$ cat src/rtl/bpred_pht_init_ctrl.sv
// PHT write-port controller: sweeps every entry to INIT_STATE after reset or on request,
// otherwise forwards Writeback direction updates to the single PHT write port.
//
// state   | meaning
// --------+----------------------------------------------------------------
// S_IDLE  | port carries direction updates; predictions trusted
// S_CLEAR | controller owns the port, writing INIT_STATE to entry cnt_q
module bpred_pht_init_ctrl #(
    parameter int         k          = 10,
    parameter logic [1:0] INIT_STATE = 2'b01
) (
    input  logic         clk,
    input  logic         reset,
    input  logic         InitReq,
    input  logic         StallW,
    input  logic         FlushW,
    input  logic         UpdWeM,
    input  logic [k-1:0] UpdIndexM,
    input  logic [1:0]   UpdDataM,
    output logic         PHTWe,
    output logic [k-1:0] PHTWa,
    output logic [1:0]   PHTWd,
    output logic         InitBusy,
    output logic         InitDone,
    output logic         PredValidF,
    output logic         UpdDropped
);

    typedef enum logic {S_IDLE, S_CLEAR} state_t;

    localparam logic [k-1:0] CNT_ONE = k'(1);
    localparam logic [k-1:0] CNT_MAX = '1;

    state_t       state_q, state_d;
    logic [k-1:0] cnt_q, cnt_d;
    logic         init_done_q, init_done_d;
    logic         upd_ok;

    always_ff @(posedge clk or posedge reset) begin
        if (reset) begin
            state_q     <= S_CLEAR;
            cnt_q       <= '0;
            init_done_q <= 1'b0;
        end else begin
            state_q     <= state_d;
            cnt_q       <= cnt_d;
            init_done_q <= init_done_d;
        end
    end

    assign upd_ok = UpdWeM & ~StallW & ~FlushW;

    always_comb begin
        state_d     = state_q;
        cnt_d       = cnt_q;
        init_done_d = 1'b0;
        PHTWe       = 1'b0;
        PHTWa       = UpdIndexM;
        PHTWd       = UpdDataM;
        UpdDropped  = 1'b0;
        case (state_q)
            S_CLEAR: begin
                PHTWe      = 1'b1;
                PHTWa      = cnt_q;
                PHTWd      = INIT_STATE;
                UpdDropped = upd_ok;
                // A fresh request restarts the sweep, including on its last entry.
                if (InitReq) begin
                    cnt_d = '0;
                end else begin
                    cnt_d = cnt_q + CNT_ONE;
                    if (cnt_q == CNT_MAX) begin
                        state_d     = S_IDLE;
                        init_done_d = 1'b1;
                    end
                end
            end
            default: begin
                PHTWe = upd_ok;
                if (InitReq) begin
                    state_d = S_CLEAR;
                    cnt_d   = '0;
                end
            end
        endcase
    end

    assign InitBusy   = (state_q == S_CLEAR);
    assign InitDone   = init_done_q;
    assign PredValidF = ~InitBusy;

endmodule

$ cat config.mk
export PLATFORM = sky130hd
export DESIGN_NAME = bpred_pht_init_ctrl
export DESIGN_NICKNAME = d
export VERILOG_FILES = /design/src/rtl/bpred_pht_init_ctrl.sv
export SDC_FILE = /design/constraint.sdc
export NUM_CORES = 1
export LEC_CHECK = 0
export ABC_AREA = 1
export BUFFER_PORTS_ARGS = -buffer_cell sky130_fd_sc_hd__buf_2
export CAP_MARGIN = 20
export CORE_ASPECT_RATIO = 0.8
export CORE_UTILIZATION = 40
export CTS_CLUSTER_DIAMETER = 120
export CTS_CLUSTER_SIZE = 14
export DETAILED_ROUTE_END_ITERATION = 8
export PLACE_DENSITY = 0.76
export SETUP_SLACK_MARGIN = 0.1
export SLEW_MARGIN = 10
export SYNTH_ARGS = -nofsm -noshare
export SYNTH_HDL_FRONTEND = slang
export SYNTH_SLANG_ARGS = --single-unit
$ cat constraint.sdc
create_clock -name clk -period 1.1 [get_ports clk]
set_input_delay 0.22 -clock clk [delete_from_list [all_inputs] [get_ports clk]]
set_output_delay 0.22 -clock clk [all_outputs]
set_load 0.05 [all_outputs]
* Yosys cells after proc, flatten, opt, wreduce, memory -nomap -nowiden
Index checks and enable logic that the tools add are counted.
** Storage, ports and cells
- Register bits after elaboration :: 12
- Input bits :: 18
- Output and inout bits :: 17
- Logic and storage cells :: 25
** Operators by class
- Add/sub/neg operators :: 1
- Equal/unequal tests :: 1
- Muxes and demuxes :: 14
- Bitwise gates (word level) :: 5
- Reduce and logical (&&, ||, !) cells :: 1
** Operator list (count)
- two-way mux 10 bit :: 4
- adder 10 x 1 -> 10 bit (second input constant) :: 1
- == test 10 bit (second input constant) :: 1
- two-way mux 1 bit :: 9
- inverter 1 bit :: 3
- bitwise AND 1 bit :: 2
- two-way mux 2 bit :: 1
- nonzero test 2 bit :: 1

* Depth between registers and ports, before layout
Gate-level depths: netlist of run 1.
- Word-level depth :: 4
- Depth in mapped cells :: 7
- Gate-level depth less buffers :: 7

* Least setup slack after synthesis of run 1
No wires, ideal clock.
- Path kind :: register to output
- Start point :: reg state_q (netlist: InitBusy)
- End point :: out PHTWa[8]
- Arrival time :: 2296 ps
- Data required time :: 880 ps
- Path slack :: -1416 ps
- Cell stages (with the launch flop) :: 4
- Buffers on the path :: 1
- Cells stage by stage :: dfstp_2 inv_1 buf_2 o21ai_0
** Between the ends
- Word-level cells in the longest chain between the ends :: 1
** RTL lines
- start, declared :: line 34 : state_t state_q, state_d;
- start signal, assigned :: line 45 : state_q <= state_d;
- two-way mux 10 bit :: line 61 : case (state_q)
- end, declared :: line 21 : output logic [k-1:0] PHTWa,
Every way passes these cells.

* Final worst setup path of run 1
Ends and elaborated chain as after synthesis.

==> summary.log, run 1 <==
INFO  grt            grt_max_degree=13
INFO  cts            tritoncts=yes
INFO  placed_design  post_dp_cell_area=1060µm²
INFO  critical_path  worstSetupStartpointType=flop
INFO  cts            numCtsBuffers=3
INFO  critical_path  worstReg2RegStart=InitBusy$_DFF_PP1_
INFO  floorplanning  die_area=1970µm²
INFO  grt            number_of_global_route_vias_before_repair=879
INFO  sta            finalCritPeriodShare=151%
INFO  logic_synthesis syn_avg_cell_area=6.72µm²
INFO  power          post-layout-total-power=0.00102W
INFO  cells_and_area layout-area-overhead-vs-synth=103%
INFO  cts            max-clock-path-buffers=2
INFO  cts            clock-sinks=12
INFO  routing        routed_vias_inst=5.29
INFO  sta            setup_viol_count_final=28
INFO  sta            max-slew-margin-rel=66.6%
INFO  sta            min_period=1660ps
INFO  logic_synthesis synthDistinctLibCells=14
INFO  critical_path  worst_r2r_endpoint=cnt_q[6]$_DFFE_PP0P_
INFO  floorplanning  core_area=1660µm²
INFO  logic_synthesis ys_ff_latch=12
INFO  worst_hold_path hp-start=InitReq
INFO  sta            number_of_hold_violations_in_the_final_report=0
INFO  critical_path  critical_path_peak_fanout=6
INFO  routing        drt.antenna.violating_nets=0
INFO  cells_and_area final_layout_size_suffix_gt1_share=60.8%
INFO  sta            totalNegativeSetupSlack=-11900ps
INFO  status         run_status=finished with violations
INFO  sta            slew_violations=0
INFO  cts            clock_tree.htree_level_count=1
INFO  routing        drt_wl_total=2630µm
INFO  power          vdd_drop_max=830µV
INFO  critical_path  cp.arrival=1440ps
INFO  floorplanning  floorplan.rows=13
INFO  critical_path  timing.critical_path.required=880ps
INFO  sta            rsz0062_at_grt=yes
INFO  sta            worst_margin_slew=501ps
INFO  grt            grt_first_pass_wirelength=3760µm
INFO  logic_synthesis ys_warn_count=0
INFO  critical_path  worst_stage_delay_on_the_critical_path=670ps
INFO  logic_synthesis synthesis.nets=126
INFO  floorplanning  die_width=49.4µm
INFO  cts            cts.reportedPaths.clkPinSlew=90ps
INFO  routing        drt_iter0_drc=44
INFO  critical_path  ff2ff_path_depth=8
INFO  placed_design  detailedPlacementHpwl=1500µm
INFO  sta            fin_worst_setup_slack=-563ps
INFO  cells_and_area number_of_nets_at_the_end_of_the_flow=178
INFO  sta            worst_hold_slack=243ps
INFO  critical_path  crit_path_start=InitBusy$_DFF_PP1_
INFO  worst_hold_path hold_path_class=input port to flop
INFO  power          power-per-cell-area=700nW/µm²
INFO  placed_design  placedCellCount=170
INFO  worst_hold_path hold_path_depth=4
INFO  cells_and_area ff_latch_area=305µm²
INFO  cells_and_area multi_input_comb_area=541µm²
INFO  cells_and_area layout.filler_cells=75
INFO  cts            root_buffer=sky130_fd_sc_hd__clkbuf_4
INFO  critical_path  crit_slowest_cell=sky130_fd_sc_hd__dfstp_4
INFO  placed_design  io_buffer_count=34
INFO  floorplanning  die_h=39.9µm
INFO  cells_and_area insertedDiodeCount=0
INFO  run            drv.max_cap_violation_count=0
INFO  grt            antenna_found_initial=0
INFO  logic_synthesis postSynthCellCount=107
INFO  routing        drcViolationCount=0
INFO  worst_hold_path min_to=cnt_q[1]$_DFFE_PP0P_
INFO  power          cellLeakagePower=0.702nW
INFO  routing        detailedRoute.firstPassIterationCount=4
INFO  grt            overflow=0
INFO  cells_and_area post-route-cell-area=1460µm²
INFO  cells_and_area final_cells=180
INFO  routing        wire_per_inst=14.6µm
INFO  routing        via_count=952
INFO  critical_path  endpoint_kind=output port
INFO  grt            globalRouteTotalUtil=25.9%
INFO  floorplanning  top_level_ports=35
INFO  critical_path  path_class=flop to output port
INFO  sta            maxClockFrequency=0.601GHz
INFO  logic_synthesis synthesis.area=719µm²
INFO  placed_design  gp_congestion=0.763
INFO  critical_path  r2r_setup_slack=-420ps
INFO  cts            worst_skew_pair.late_latency=290ps
INFO  sta            finClkSkew=15.8ps
INFO  logic_synthesis ys_seq_area_share=41.9%
INFO  status         failed_checks=negative setup slack
INFO  floorplanning  initial_core_utilization=43.4%
INFO  critical_path  path_cells=inv_6 -> buf_12 -> o21ai_4 -> buf_6
==> cell families (layout without fill, tap and decap cells) <==
kind of cell	Yosys count	after routing	share of synthesized area (%)
buffers and inverters	13	64	7.30
adders and majority gates	1	1	1.74
and+or+nand+nor	68	68	39.7
AOI/OAI and AO/OA	13	13	9.39
DFF	12	12	41.9
==> synth_stat cells <==
library cell | n | area share (%)
sky130_fd_sc_hd__ha_1 | 1 | 1.7
sky130_fd_sc_hd__a21oi_1 | 4 | 2.8
sky130_fd_sc_hd__or3b_2 | 1 | 1.2
sky130_fd_sc_hd__buf_2 | 3 | 2.1
sky130_fd_sc_hd__nor2_4 | 2 | 3.1
sky130_fd_sc_hd__dfstp_2 | 1 | 3.7
sky130_fd_sc_hd__a31oi_1 | 2 | 1.7
sky130_fd_sc_hd__inv_1 | 10 | 5.2
sky130_fd_sc_hd__or2_2 | 1 | 0.87
sky130_fd_sc_hd__nor2_1 | 18 | 9.4
sky130_fd_sc_hd__nand3_1 | 6 | 4.2
sky130_fd_sc_hd__o21ai_0 | 7 | 4.9
sky130_fd_sc_hd__dfrtp_1 | 11 | 38
sky130_fd_sc_hd__nand2_1 | 40 | 21
==> flip-flops by register name, indices dropped and copies added, names as in the netlist <==
signal / flops
cnt_q: 10
InitBusy: 1
InitDone: 1
==> area by class of cell <==
class	instances	share of cell area [%]
Multi-Input combinational cell	82	37.0
Sequential cell	12	20.9
Clock buffer	4	2.49
Timing Repair Buffer	50	34.7
Tap cell	22	1.89
Inverter	10	2.92
==> worst max-delay path: cells and delay by family, from the launching register on <==
family                 cells  cell delay, ps
flip-flops                 1             670
buffers and inverters      3             360
AO/OA/AOI/OAI              1             120
==> timing repair <==
action,CTS,global route
endpoints found under the hold margin,11,0
buffers inserted,2,2
setup endpoints to repair,29,29
hold buffers,1,0
pin swaps,8,1
cloned,1,0
gates resized for setup,68,21
==> cell usage in the layout (no fill, tap or decap), drive strengths merged <==
master | netlist | routed
nand3 | 6 | 6
or2 | 1 | 1
nand2 | 40 | 40
inv | 10 | 10
dfrtp | 11 | 11
nor2 | 20 | 20
dfstp | 1 | 1
o21ai | 7 | 7
dlygate4sd3 | 0 | 1
a31oi | 2 | 2
clkbuf | 0 | 4
ha | 1 | 1
a21oi | 4 | 4
or3b | 1 | 1
buf | 3 | 49
==> where the power goes <==
group / leakage [nW] / internal [W] / switching, W
clock: 0.0210 / 0.000201 / 0.000166
sequential: 0.162 / 0.000450 / 0.00000886
combinational: 0.520 / 0.0000837 / 0.000111
total: 0.702 / 0.000735 / 0.000286
==> how the worst max path moves through the flow <==
stage / end
after floorplan: PHTWa[8]
after global placement: PHTWa[8]
after detailed placement: cnt_q[9]$_DFFE_PP0P_
after CTS: PHTWa[9]
after global routing: PHTWa[4]
final: PHTWa[8]
==> routing by layer <==
metal / part of all wire [%] / routed length, µm / GRT usage (%)
met5: 0 / 0 / 0
met4: 1.1 / 28 / 6.43
met3: 7.1 / 188 / 3.41
met2: 53 / 1390 / 54.5
met1: 39 / 1030 / 28.9
==> per-stage QoR <==
step	worst slack [ps]	util [%]
3_3_place_gp	-337	64.0
2_1_floorplan	-560	-
4_1_cts	-540	82.4
6_report	-563	87.9
3_5_place_dp	-360	64.0
5_1_grt	-585	87.9
No activity file was read; power rests on OpenSTA's default activity.
==> run 2, diff against run 1 <==
--- a/config.mk
+++ b/config.mk
@@ -15,4 +15,5 @@
 export DETAILED_ROUTE_END_ITERATION = 8
 export PLACE_DENSITY = 0.76
+export RECOVER_POWER = 25
 export SETUP_SLACK_MARGIN = 0.1
 export SLEW_MARGIN = 10
==> constraint.sdc (replaced) <==
create_clock -name clk -period 1.1 [get_ports clk]
set_input_delay 0.055 -clock clk [delete_from_list [all_inputs] [get_ports clk]]
set_output_delay 0.055 -clock clk [all_outputs]
set_load 0.05 [all_outputs]
==> run 2 against run 1 <==
- the flow now stops in global routing
- synthesized area did not move
- synthesized cell count unchanged
==> summary.log, run 2 <==
INFO  sta            timing.worst_endpoint.kind=top-level output
INFO  status         run_status=aborted with a tool error
INFO  placed_design  detailedPlacementHpwl=1430µm
INFO  placed_design  io_buffer_count=34
INFO  cts            clock-sinks=12
INFO  cts            numCtsBuffers=3
INFO  logic_synthesis syn_avg_cell_area=6.72µm²
INFO  logic_synthesis synth_edf_count=0
INFO  status         error_message=[ERROR DPL-0038] Utilization greater than 100%, impossible to legalize
INFO  logic_synthesis ys_ff_latch=12
INFO  floorplanning  top_level_ports=35
INFO  logic_synthesis synth_top_cells_by_count=40 x sky130_fd_sc_hd__nand2_1, 18 x sky130_fd_sc_hd__nor2_1, 11 x sky130_fd_sc_hd__dfrtp_1, 10 x sky130_fd_sc_hd__inv_1, 7 x sky130_fd_sc_hd__o21ai_0
INFO  cts            max-clock-path-buffers=2
INFO  cts            root_buffer=sky130_fd_sc_hd__clkbuf_4
INFO  placed_design  dpl_worst_slack=-230ps
INFO  placed_design  gp_congestion=0.787
INFO  logic_synthesis yosysTopAreaCellShare=38.3%
INFO  status         stop_stage=global routing
INFO  floorplanning  initial_core_utilization=43.4%
INFO  logic_synthesis ys_warn_count=0
INFO  logic_synthesis synthesis.area=719µm²
INFO  cts            clock_tree.htree_level_count=1
INFO  logic_synthesis postSynthCellCount=107
INFO  floorplanning  floorplan.rows=13
INFO  logic_synthesis postSynth.asyncResetShare=100%
INFO  logic_synthesis yosysMostFrequentCell=sky130_fd_sc_hd__nand2_1
INFO  logic_synthesis ys_seq_area_share=41.9%
INFO  logic_synthesis synth_top_flop_cell=sky130_fd_sc_hd__dfrtp_1
INFO  logic_synthesis synthesis.nets=126
INFO  logic_synthesis synthDistinctLibCells=14
INFO  placed_design  post_dp_cell_area=1050µm²
INFO  sta            grt_worst_setup_endpoint=PHTWd[0]
INFO  floorplanning  die_h=39.9µm
INFO  logic_synthesis synthDominantAreaCellType=sky130_fd_sc_hd__dfrtp_1
INFO  floorplanning  die_width=49.4µm
INFO  logic_synthesis cells_taking_the_most_area_after_synthesis=sky130_fd_sc_hd__dfrtp_1 38%, sky130_fd_sc_hd__nand2_1 21%, sky130_fd_sc_hd__nor2_1 9.4%
INFO  grt            grt_max_degree=13
[run 2: cell counts after synthesis]
Identical to the previous run, type by type.
[run 2: kinds of logic after synthesis]
kind of cell / share of synthesized area [%]
DFF: 41.9
buffers and inverters: 7.30
and+or+nand+nor: 39.7
adders and majority gates: 1.74
AOI/OAI and AO/OA: 9.39
[run 2: what timing repair did]
item / 4_1_cts
hold endpoints to repair: 11
hold buffers: 1
setup endpoints to repair: 28
gates cloned: 1
buffers inserted: 7
pin swaps: 15
resized for setup: 76
[run 2: per-stage QoR]
step	hold WS (ps)	cells
4_1_cts	50.8	183
3_5_place_dp	87.5	170
3_3_place_gp	73.4	170
2_1_floorplan	-81.0	107
==> run 3, diff against run 2 <==
CORE_AREA = 2 2 63 65   (was not set)
CORE_ASPECT_RATIO = not set   (was 0.8)
CORE_UTILIZATION = not set   (was 40)
CTS_CLUSTER_DIAMETER = not set   (was 120)
CTS_CLUSTER_SIZE = not set   (was 14)
DIE_AREA = 0 0 65 67   (was not set)
PLACE_DENSITY = not set   (was 0.76)
PLACE_DENSITY_LB_ADDON = 0.15   (was not set)
SETUP_SLACK_MARGIN = not set   (was 0.1)
clock period = 1.45 ns   (was 1.1 ns; I/O delays follow)
==> run 3 against run 2 <==
- the flow now finishes, with violations (negative setup slack)
==> summary.log, run 3 (synthesis gave the netlist of run 1 again) <==
INFO  critical_path  worstReg2RegStart=InitBusy$_DFF_PP1_
INFO  floorplanning  top_level_ports=35
INFO  routing        drt.antenna.violating_nets=0
INFO  power          cellLeakagePower=0.675nW
INFO  critical_path  crit_path_start=InitBusy$_DFF_PP1_
INFO  status         failed_checks=negative setup slack
INFO  cts            max-clock-path-buffers=2
INFO  sta            rsz0062_at_grt=yes
INFO  cts            cts.reportedPaths.clkPinSlew=50ps
INFO  sta            setup_viol_count_final=1
INFO  floorplanning  die_h=67µm
INFO  routing        drt_iter0_drc=14
INFO  cts            root_buffer=sky130_fd_sc_hd__clkbuf_8
INFO  placed_design  post_dp_cell_area=1020µm²
INFO  routing        wire_per_inst=11.2µm
INFO  grt            antenna_found_initial=0
INFO  power          power-per-cell-area=642nW/µm²
INFO  critical_path  endpoint_kind=output port
INFO  cells_and_area layout.filler_cells=381
INFO  critical_path  path_cells=inv_6 -> clkbuf_16 -> nand2_4 -> o21ai_4 -> buf_6
INFO  floorplanning  core_area=3610µm²
INFO  cts            clock_tree.htree_level_count=1
INFO  floorplanning  floorplan.rows=22
INFO  critical_path  critPathBufInv=3
INFO  status         run_status=finished with violations
INFO  sta            finalCritPeriodShare=100%
INFO  cells_and_area final_cells=200
INFO  critical_path  cp.arrival=1380ps
INFO  placed_design  placedCellCount=189
INFO  cells_and_area final_cell_mix=24 x sky130_fd_sc_hd__nand2_1, 21 x sky130_fd_sc_hd__buf_2, 16 x sky130_fd_sc_hd__nor2_1
INFO  grt            number_of_global_route_vias_before_repair=748
INFO  floorplanning  initial_core_utilization=20.0%
INFO  cells_and_area largest-register=cnt_q
INFO  routing        drt_wl_total=2240µm
INFO  critical_path  worst_stage_delay_on_the_critical_path=660ps
INFO  cells_and_area mostFrequentLayoutCell=sky130_fd_sc_hd__nand2_1
INFO  worst_hold_path hold_path_class=input port to flop
INFO  cells_and_area largest_register_ffs=10
INFO  placed_design  detailedPlacementHpwl=1520µm
INFO  sta            number_of_hold_violations_in_the_final_report=0
INFO  critical_path  path_class=flop to output port
INFO  cells_and_area final_layout_size_suffix_gt1_share=50.0%
INFO  cells_and_area layout-area-overhead-vs-synth=86.3%
INFO  placed_design  io_buffer_count=34
INFO  grt            grt_first_pass_wirelength=3300µm
INFO  critical_path  crit_slowest_cell=sky130_fd_sc_hd__dfstp_4
INFO  routing        via_count=823
INFO  sta            totalNegativeSetupSlack=-0.173ps
INFO  grt            globalRouteTotalUtil=9.85%
INFO  sta            finClkSkew=1.76ps
INFO  sta            slew_violations=0
INFO  cts            numCtsBuffers=3
INFO  cts            clock-sinks=12
INFO  critical_path  worstSetupStartpointType=flop
INFO  routing        routed_vias_inst=4.12
INFO  grt            overflow=0
INFO  critical_path  critical_path_peak_fanout=8
INFO  sta            worst_margin_slew=514ps
INFO  sta            fin_worst_setup_slack=-0.173ps
INFO  cells_and_area number_of_nets_at_the_end_of_the_flow=172
INFO  worst_hold_path hp-start=InitReq
INFO  critical_path  cpLargestDelayFamily=flip-flops
INFO  power          vdd_drop_max=403µV
INFO  floorplanning  die_area=4360µm²
INFO  sta            maxClockFrequency=0.690GHz
INFO  routing        detailedRoute.firstPassIterationCount=4
INFO  critical_path  timing.critical_path.required=1380ps
INFO  sta            min_period=1450ps
INFO  routing        drcViolationCount=0
INFO  run            drv.max_cap_violation_count=0
INFO  floorplanning  die_width=65µm
INFO  cells_and_area post-route-cell-area=1340µm²
INFO  cts            tritoncts=yes
INFO  cells_and_area insertedDiodeCount=0
INFO  placed_design  gp_congestion=0.710
INFO  grt            grt_max_degree=18
INFO  sta            max-slew-margin-rel=65.7%
INFO  cts            worst_skew_pair.late_latency=240ps
==> run 3: what timing repair did <==
| action | in CTS | in global routing |
|---|---|---|
| endpoints found under the hold margin | 11 | 0 |
| pin swaps | 2 | 3 |
| cloned | 0 | 2 |
| setup buffers | 1 | 3 |
| gates resized for setup | 24 | 29 |
| endpoints found under the setup margin | 13 | 13 |
| hold buffers | 1 | 0 |
==> run 3: power breakdown <==
part | internal (W) | switching (W) | total [W]
clock network | 0.000240 | 0.000129 | 0.000369
logic | 0.0000619 | 0.0000785 | 0.000140
registers | 0.000342 | 0.00000821 | 0.000350
==> run 3: cell type report <==
class	instances	area [µm²]	share of cell area (%)
Timing Repair Buffer	44	399	29.8
Sequential cell	12	305	22.8
Inverter	10	42.5	3.17
Tap cell	48	60.1	4.48
Clock buffer	4	55.1	4.11
Multi-Input combinational cell	82	478	35.7
==> run 3: through the flow <==
step | utilization, % | total power, W | hold slack (ps) | setup slack [ps]
3_3_place_gp | 28.3 | 0.000457 | 118 | 74.2
6_report | 37.2 | 0.000860 | 107 | -0.173
2_1_floorplan | - | 0.000419 | -63.5 | -62.4
4_1_cts | 32.3 | 0.000848 | 107 | -18.3
5_1_grt | 37.2 | 0.000904 | 151 | -47.7
3_5_place_dp | 28.3 | 0.000458 | 134 | 56.7
==> run 3: worst min-delay path: cells and delay by family <==
kind	cells	cell delay [ps]
AND/OR/NAND/NOR	3	140
buffers and inverters	1	90
==> run 3: layer usage <==
| metal | GRT usage, % | wire length (µm) |
|---|---|---|
| met3 | 1.52 | 119 |
| met4 | 3.99 | 0 |
| met2 | 16.8 | 1080 |
| met1 | 12.4 | 1040 |
| met5 | 0 | 0 |
==> run 3: final timing paths <==
path / to / slack, ps / cells after the start
hold / removal: cnt_q[1]$_DFFE_PP0P_ / 110 / 4
hold reg to reg: cnt_q[5]$_DFFE_PP0P_ / 490 / 2
setup reg to reg: cnt_q[3]$_DFFE_PP0P_ / 100 / 5
setup / recovery: PHTWa[8] / -0.2 / 5
min in group asynchronous: cnt_q[1]$_DFFE_PP0P_ / 410 / 3
max in group asynchronous: InitBusy$_DFF_PP1_ / 690 / 3
==> run 4, diff against run 3 <==
CAP_MARGIN = not set   (was 20)
CELL_PAD_IN_SITES_DETAIL_PLACEMENT = 1   (was not set)
CELL_PAD_IN_SITES_GLOBAL_PLACEMENT = 2   (was not set)
==> run 4 against run 3 <==
- the flow still finishes with violations (negative setup slack)
- sequential share of layout area grew 1.6 points
- largest cell class unchanged
- clock skew grew 1.7 ps
- via count grew 3.3%
- global-route usage grew 2.8 points
- critical path depth shrank 1
- first-iteration DRC count grew to 2.6 times the previous value
==> summary.log, run 4 (synthesis gave the netlist of run 1 again) <==
INFO  grt            gr-usage-met1=15.1%
INFO  critical_path  timing.critical_path.required=1380ps
INFO  routing        detailedRoute.firstPassIterationCount=4
INFO  grt            number_of_global_route_vias_before_repair=903
INFO  sta            number_of_hold_violations_in_the_final_report=0
INFO  sta            worst_hold_slack=113ps
INFO  power          vdd_drop_max=377µV
INFO  routing        drcViolationCount=0
INFO  placed_design  dpl_worst_slack=56.3ps
INFO  grt            grt_max_degree=13
INFO  power          cellLeakagePower=0.605nW
INFO  grt            overflow=0
INFO  sta            finClkSkew=3.45ps
INFO  sta            fin_worst_setup_slack=-4.13ps
INFO  routing        routed_vias_inst=4.29
INFO  cells_and_area layout.filler_cells=451
INFO  floorplanning  die_h=67µm
INFO  status         failed_checks=negative setup slack
INFO  critical_path  r2r_setup_slack=60ps
INFO  critical_path  cpLargestDelayFamily=flip-flops
INFO  placed_design  placedCellCount=189
INFO  cells_and_area largest_register_ffs=10
INFO  sta            worst_margin_slew=540ps
INFO  cells_and_area final_cell_mix=25 x sky130_fd_sc_hd__nand2_1, 21 x sky130_fd_sc_hd__buf_2, 16 x sky130_fd_sc_hd__nor2_1
INFO  critical_path  critPathBufInv=3
INFO  cts            root_buffer=sky130_fd_sc_hd__clkbuf_8
INFO  cts            tritoncts=yes
INFO  routing        via_count=850
INFO  power          power-per-cell-area=634nW/µm²
INFO  sta            totalNegativeSetupSlack=-4.13ps
INFO  critical_path  cp.arrival=1380ps
INFO  placed_design  gp_congestion=0.732
INFO  routing        drt_wl_total=2360µm
INFO  cells_and_area finalCoreUtilization=34.9%
INFO  floorplanning  top_level_ports=35
INFO  sta            min_period=1450ps
INFO  sta            max-slew-margin-rel=63.9%
INFO  cts            numCtsBuffers=3
INFO  critical_path  worstSetupStartpointType=flop
INFO  routing        drt_iter0_drc=37
INFO  cells_and_area insertedDiodeCount=0
INFO  run            drv.max_cap_violation_count=0
INFO  placed_design  detailedPlacementHpwl=1760µm
INFO  critical_path  crit_slowest_cell=sky130_fd_sc_hd__dfstp_4
INFO  sta            finalCritPeriodShare=100%
INFO  cells_and_area mostFrequentLayoutCell=sky130_fd_sc_hd__nand2_1
INFO  sta            rsz0062_at_grt=yes
INFO  critical_path  endpoint_kind=output port
INFO  sta            setup_viol_count_final=1
INFO  cells_and_area number_of_nets_at_the_end_of_the_flow=170
INFO  cells_and_area final_layout_size_suffix_gt1_share=48.7%
INFO  placed_design  io_buffer_count=34
INFO  cts            max-clock-path-buffers=2
INFO  grt            globalRouteTotalUtil=12.6%
INFO  sta            maxClockFrequency=0.688GHz
INFO  critical_path  path_class=flop to output port
INFO  floorplanning  die_area=4360µm²
INFO  cts            clock_tree.htree_level_count=1
INFO  grt            use_met2=22.6%
INFO  worst_hold_path hold_path_class=input port to flop
INFO  cts            cts.reportedPaths.clkPinSlew=50ps
INFO  status         run_status=finished with violations
INFO  cells_and_area layout-area-overhead-vs-synth=75.0%
INFO  floorplanning  floorplan.rows=22
INFO  cts            worst_skew_pair.late_latency=240ps
INFO  cells_and_area largest-register=cnt_q
INFO  floorplanning  core_area=3610µm²
INFO  cts            clock-sinks=12
INFO  critical_path  path_cells=inv_2 -> buf_12 -> o21ai_4 -> buf_6
INFO  floorplanning  initial_core_utilization=20.0%
INFO  critical_path  worst_stage_delay_on_the_critical_path=640ps
INFO  grt            antenna_found_initial=0
INFO  cells_and_area final_cells=198
INFO  critical_path  critical_path_peak_fanout=9
INFO  grt            gr_util_met3=3.04%
INFO  routing        drt.antenna.violating_nets=0
INFO  floorplanning  die_width=65µm
INFO  routing        wire_per_inst=11.9µm
INFO  grt            grt_first_pass_wirelength=4150µm
INFO  grt            globalRoute.busiestLayer=met2
INFO  sta            slew_violations=0
## run 4: cell types whose count changed in the layout (fill, tap and decap cells not counted), moves of 2 or more
cell                        delta
sky130_fd_sc_hd__clkbuf_16     -2
sky130_fd_sc_hd__nand2_4       -5
sky130_fd_sc_hd__buf_8         -4
sky130_fd_sc_hd__nand2_2       +4
sky130_fd_sc_hd__buf_4         -2
sky130_fd_sc_hd__buf_6         +6
sky130_fd_sc_hd__o21ai_2       -2
sky130_fd_sc_hd__o21ai_4       +2
## run 4: final timing paths
path | start | to | depth (start not counted)
max | InitBusy$_DFF_PP1_ | PHTWa[8] | 4
min in group asynchronous | reset | InitDone$_DFF_PP0_ | 3
max reg2reg | InitBusy$_DFF_PP1_ | cnt_q[9]$_DFFE_PP0P_ | 7
min | InitReq | cnt_q[1]$_DFFE_PP0P_ | 4
max in group asynchronous | reset | cnt_q[0]$_DFFE_PP0P_ | 3
min reg2reg | cnt_q[5]$_DFFE_PP0P_ | cnt_q[5]$_DFFE_PP0P_ | 2
## run 4: timing repair
item,4_1_cts,5_1_grt
resized for setup,27,19
hold endpoints to repair,11,0
setup endpoints to repair,14,17
pin swaps,4,4
hold buffers,1,0
buffers inserted,3,1
## run 4: report_power, final
| part | total (W) | switching (W) | internal [W] |
|---|---|---|---|
| combinational | 0.000122 | 0.0000716 | 0.0000499 |
| clock | 0.000325 | 0.000131 | 0.000194 |
| sequential | 0.000351 | 0.00000903 | 0.000342 |
## run 4: final cells by class
class	instances	area (µm²)	area share [%]
Timing Repair Buffer	42	342	27.1
Sequential cell	12	307	24.4
Inverter	10	37.5	2.98
Clock buffer	4	45.0	3.58
Multi-Input combinational cell	82	468	37.2
Tap cell	48	60.1	4.77
## run 4: per-stage QoR
stage	total power (W)	instance area [µm²]
after floorplan	0.000419	777
after CTS	0.000805	1180
after global routing	0.000843	1260
after detailed placement	0.000460	1020
after global placement	0.000458	1020
final	0.000798	1260
## run 4: routing by layer
metal,wire [µm],vias to the layer above
met3,87,2
met4,19,0
li1,-,419
met5,0,-
met1,1060,413
met2,1200,16
## run 4: tightest hold or removal path, delay by kind of cell
family / cells / cell delay (ps)
and+or+nand+nor: 3 / 150
buffers and inverters: 1 / 90
